==> config.mk <==
export PLATFORM = sky130hd
export DESIGN_NAME = display_scan_controller
export DESIGN_NICKNAME = d
export VERILOG_FILES = /design/src/rtl/display_pkg.sv /design/src/rtl/refresh_prescaler.sv /design/src/rtl/display_scan_controller.sv
export SDC_FILE = /design/constraint.sdc
export NUM_CORES = 1
export LEC_CHECK = 0
export BUFFER_PORTS_ARGS = -buffer_cell sky130_fd_sc_hd__buf_2
export CAP_MARGIN = 0
export CORE_MARGIN = 3
export CORE_UTILIZATION = 53
export CTS_BUF_LIST = sky130_fd_sc_hd__clkbuf_16
export CTS_CLUSTER_SIZE = 40
export DETAILED_ROUTE_END_ITERATION = 6
export PLACE_DENSITY = 0.71
export SETUP_SLACK_MARGIN = 0.15
export SLEW_MARGIN = 20
export SYNTH_ARGS = -nofsm -noshare
export SYNTH_HDL_FRONTEND = slang
export SYNTH_HIERARCHICAL = 1
export SYNTH_SLANG_ARGS = --single-unit
==> constraint.sdc <==
create_clock -name clk -period 2.7 [get_ports clk]
set_clock_uncertainty 0.2 [all_clocks]
set_input_delay 0.675 -clock clk [delete_from_list [all_inputs] [get_ports clk]]
set_output_delay 0.675 -clock clk [all_outputs]
set_load 0.02 [all_outputs]
==> src/rtl/display_pkg.sv <==
// Shared types and constants for the seven-segment scan path.
package display_pkg;
   localparam int NUM_DIGITS = 4;
   localparam logic [3:0] BLANK_CODE = 4'hF;

   typedef logic [1:0] digit_idx_t;
   typedef logic [3:0] bcd_digit_t;

   function automatic bcd_digit_t get_digit(input logic [15:0] value, input digit_idx_t idx);
      return value[{idx, 2'b00} +: 4];
   endfunction
endpackage

==> src/rtl/refresh_prescaler.sv <==
// Free-running divider: tick is high for one cycle out of every DIV cycles.
module refresh_prescaler #(
   parameter int DIV = 50000
) (
   input  logic clk,
   input  logic rst_n,
   output logic tick
);
   // A 1-bit counter keeps DIV = 1 legal; it then never leaves zero.
   localparam int CW = (DIV > 1) ? $clog2(DIV) : 1;
   localparam logic [CW-1:0] LAST = CW'(DIV - 1);

   logic [CW-1:0] cnt_reg;

   assign tick = (cnt_reg == LAST);

   always_ff @(posedge clk or negedge rst_n) begin
      if (!rst_n)
         cnt_reg <= '0;
      else if (tick)
         cnt_reg <= '0;
      else
         cnt_reg <= cnt_reg + 1'b1;
   end
endmodule

==> src/rtl/display_scan_controller.sv <==
// Multiplexes a 4-digit BCD shadow register onto the seven-segment decoder,
// committing new values only at frame boundaries so a frame is never torn.
module display_scan_controller
   import display_pkg::*;
#(
   parameter int REFRESH_DIV = 50000
) (
   input  logic        clk,
   input  logic        rst_n,
   input  logic [15:0] value_bcd,
   input  logic        load,
   input  logic        blank_lz,
   output logic [3:0]  number,
   output logic [1:0]  display_select,
   output logic        frame_done,
   output logic        load_ack
);
   logic        tick;
   logic        boundary;

   digit_idx_t  idx_reg, idx_next;
   logic [15:0] shadow_reg, shadow_next;
   logic        pend_reg, pend_next;
   logic [15:0] pval_reg, pval_next;

   bcd_digit_t  number_reg, number_next;
   digit_idx_t  sel_reg;
   logic        frame_done_reg, frame_done_next;
   logic        load_ack_reg, load_ack_next;

   logic [NUM_DIGITS-1:1] lz;
   logic [NUM_DIGITS-1:0] blank_mask;

   refresh_prescaler #(.DIV(REFRESH_DIV)) u_prescaler (
      .clk   (clk),
      .rst_n (rst_n),
      .tick  (tick)
   );

   assign boundary = tick && (idx_reg == digit_idx_t'(NUM_DIGITS - 1));

   // lz[k]: shadow digits k..3 are all zero; digit 0 always shows.
   assign lz[NUM_DIGITS-1]         = (shadow_reg[15:12] == 4'h0);
   assign blank_mask[0]            = 1'b0;
   assign blank_mask[NUM_DIGITS-1] = blank_lz && lz[NUM_DIGITS-1];

   genvar gi;
   generate
      for (gi = 1; gi < NUM_DIGITS - 1; gi++) begin : g_lz
         assign lz[gi]         = lz[gi+1] && (shadow_reg[4*gi +: 4] == 4'h0);
         assign blank_mask[gi] = blank_lz && lz[gi];
      end
   endgenerate

   always_ff @(posedge clk or negedge rst_n) begin
      if (!rst_n) begin
         idx_reg        <= '0;
         shadow_reg     <= '0;
         pend_reg       <= 1'b0;
         pval_reg       <= '0;
         number_reg     <= BLANK_CODE;
         sel_reg        <= '0;
         frame_done_reg <= 1'b0;
         load_ack_reg   <= 1'b0;
      end else begin
         idx_reg        <= idx_next;
         shadow_reg     <= shadow_next;
         pend_reg       <= pend_next;
         pval_reg       <= pval_next;
         number_reg     <= number_next;
         sel_reg        <= idx_reg;
         frame_done_reg <= frame_done_next;
         load_ack_reg   <= load_ack_next;
      end
   end

   // A load coinciding with the boundary bypasses the pending slot entirely.
   always_comb begin
      idx_next        = tick ? idx_reg + 2'd1 : idx_reg;
      shadow_next     = shadow_reg;
      pend_next       = pend_reg;
      pval_next       = pval_reg;
      load_ack_next   = 1'b0;
      frame_done_next = boundary;
      if (boundary) begin
         if (load) begin
            shadow_next   = value_bcd;
            pend_next     = 1'b0;
            load_ack_next = 1'b1;
         end else if (pend_reg) begin
            shadow_next   = pval_reg;
            pend_next     = 1'b0;
            load_ack_next = 1'b1;
         end
      end else if (load) begin
         pend_next = 1'b1;
         pval_next = value_bcd;
      end
   end

   always_comb begin
      number_next = blank_mask[idx_reg] ? BLANK_CODE : get_digit(shadow_reg, idx_reg);
   end

   assign number         = number_reg;
   assign display_select = sel_reg;
   assign frame_done     = frame_done_reg;
   assign load_ack       = load_ack_reg;
endmodule

==> results.sh <==
export IMPL_outcome="finished, final reports clean"
export IMPL_synthFlopType="dfrtp_1"
export IMPL_cts_setup_buffers=0
export IMPL_cts_root_buf="clkbuf_16"
export IMPL_fin_area_mm2=0.003047
export IMPL_final_util_pct=66.75
export IMPL_ant_nets=0
export IMPL_rsz0062_at_grt="false"
export IMPL_synth_cells=205
export IMPL_synth_cell_types=36
export IMPL_async_reset_ff_share_pct=100.0
export IMPL_pre_cts_ws_ps=335.6
export IMPL_pin_count=28
export IMPL_crit_path_end_kind="flip-flop"
export IMPL_die_x_um=76.16
export IMPL_p_per_area_mw_per_mm2=639.9
export IMPL_rows=24
export IMPL_grt_first_pass_wirelength_um=8397
export IMPL_leakagePower_nw=1.486
export IMPL_cts_tree="done"
export IMPL_setup_viol=0
export IMPL_n_fill_cell=345
export IMPL_cts_hold_buf=0
export IMPL_clock_fmax_ghz=0.4211
export IMPL_hold_class="in2async"
export IMPL_dp_cells=293
export IMPL_cts_max_level=3
export IMPL_layout_cells_most_common_list="55 x dfrtp_1, 27 x buf_2, 20 x nand2_1, 17 x mux2_2, 17 x mux2i_1"
export IMPL_tightest_slew_ps=610.1
export IMPL_crit_arrival_ps=2370
export IMPL_start_util_pct=57.15
export IMPL_ys_seq_area_share_pct=56.79
export IMPL_syn_area_per_cell_um2=12.73
export IMPL_vias=1660
export IMPL_grt_usage_pct=18.66
export IMPL_synth_edf_count=0
export IMPL_area_delta_synth_final_pct=16.79
export IMPL_num_antenna_cells=0
export IMPL_wl_per_cell_um=15.17
export IMPL_min_period_ps=2375
export IMPL_wl_um=4687
export IMPL_crit_chain="ha_1 > and3_1 > and4_1 > and2_4 > nor2b_2 > buf_4 > mux2_2"
export IMPL_hold_viol=0
export IMPL_seqCellArea_mm2=0.001481
export IMPL_worst_path_buf_inv=1
export IMPL_synth_seq_cells=59
export IMPL_critPathKind="reg2reg"
export IMPL_ir_drop_mv=0.4431
export IMPL_path_max_fanout=16
export IMPL_layout_commonest_cell="dfrtp_1"
export IMPL_timing_reg2reg_setup_slack_ps=330
export IMPL_die_area_mm2=0.005800
export IMPL_min_period_over_period_pct=87.95
export IMPL_fp_coreArea_mm2=0.004564
export IMPL_clock_path_buffers=2
export IMPL_fp_dieH_um=76.16
export IMPL_layoutNonFillerInstCount=309
export IMPL_grt_max_degree=33
export IMPL_grt_pass1_vias=1692
export IMPL_fin_nets=261
export IMPL_critPathLaunchType="flip-flop"
export IMPL_ys_warn_count=6
export IMPL_gp_congestion=0.8998
export IMPL_synthesis_area_mm2=0.002609
export IMPL_p_total_mw=1.950
export IMPL_grt_overflow_total=0
export IMPL_drive_gt1_share_pct=29.92
export IMPL_cts_sinks=59
export IMPL_first_pass_iters=4
export IMPL_dpl_cell_area_mm2=0.002795
export IMPL_finalWorstSetupSlack_ps=325.4
export IMPL_clock_latency_ps=320
export IMPL_drcViolationCount=0
export IMPL_synth_nets=227
export IMPL_multi_input_area_mm2=0.001045
export IMPL_numPortBuffers=27
export IMPL_viasPerCell=5.372
export IMPL_required_ps=2690
export IMPL_clkTransAtPathRegs_ps=50
export IMPL_critical_path_top_delay_family="simple AND/OR/NAND/NOR gates"
export IMPL_post_dp_hpwl_um=3408
export IMPL_drt_iter0_drc=104
export IMPL_cap_viol_max_count=0
export IMPL_hold_ws_ps=168.9
export IMPL_cpPeakStageDelay_ps=400
export IMPL_maxSlewHeadroom_pct=59.32
export IMPL_cts_resized_gates=0
export IMPL_grt_antenna_before_repair=0
export IMPL_cp_slowest_cell="dfrtp_1"
export IMPL_slew_viol_final=0
export IMPL_cts_made_buffers=9
export IMPL_final_setup_tns_ps=0
[worst paths after layout]
check                                             from                      to  depth (start not counted)
worst min-delay path                             rst_n       display_select[0]                          1
worst min register to register           shadow_reg[3]           shadow_reg[3]                          2
min in group clk                         shadow_reg[3]           shadow_reg[3]                          2
worst max register to register  u_prescaler/cnt_reg[0]             pval_reg[2]                          7
worst max-delay path            u_prescaler/cnt_reg[0]             pval_reg[2]                          7
max in group asynchronous                        rst_n  u_prescaler/cnt_reg[4]                          2
[cell families (layout without fill, tap and decap cells)]
logic type	count (synthesis)	in the layout	synth area share, %
flip-flops	59	59	56.79
AND/OR/NAND/NOR	56	56	11.89
multiplexers	38	38	17.31
AO/OA/AOI/OAI	25	25	5.516
XOR/XNOR	13	13	4.365
buffers and inverters	12	51	3.165
adder cells (fa/ha/maj)	2	2	0.9591
[worst reg2reg max path: stages, from the launching register on]
cell and delay, ps:
dfrtp_1 400, ha_1 240, and3_1 270, and4_1 220, and2_4 180, nor2b_2 100, buf_4 260, mux2_2 390
[power breakdown]
part	switching (mW)	internal, mW
Clock	0.336	0.593
Sequential	0.0126	0.911
Combinational	0.0489	0.0484
Total	0.397	1.55
[metal layers]
layer | share of wire (%) | routed length, um | global-route usage (%)
met2 | 46 | 2145 | 27.48
met4 | 1.6 | 73 | 9.239
met1 | 48 | 2250 | 25.38
met5 | 0 | 0 | 0
met3 | 4.7 | 218 | 5.437
[synthesized netlist by cell type (2+ instances only)]
library cell	n	area [um2]
a21oi_1	2	10.01
and2_1	3	18.77
and2_4	2	17.52
and4_1	4	35.03
buf_2	5	25.02
buf_6	2	22.52
dfrtp_1	55	1376
dfstp_2	4	105.1
ha_1	2	25.02
inv_1	2	7.510
mux2_2	17	191.4
mux2i_1	17	170.2
mux4_2	4	90.09
nand2_1	20	75.07
nand3_1	3	15.01
nand4_1	3	18.77
nor2_1	9	33.78
nor4_1	3	18.77
o211ai_1	2	15.01
o21ai_0	16	80.08
o21bai_1	4	30.03
xnor2_1	4	35.03
xor2_1	9	78.83
[cell type report]
class	instances	area share, %
inverters	2	0.2464
clock buffers	9	7.392
clock inverters	7	0.8624
multi-input cells	134	34.29
repair buffers	33	5.914
well taps	65	2.669
flip-flops and latches	59	48.62
Note: power is estimated with default switching activity, not from simulation.
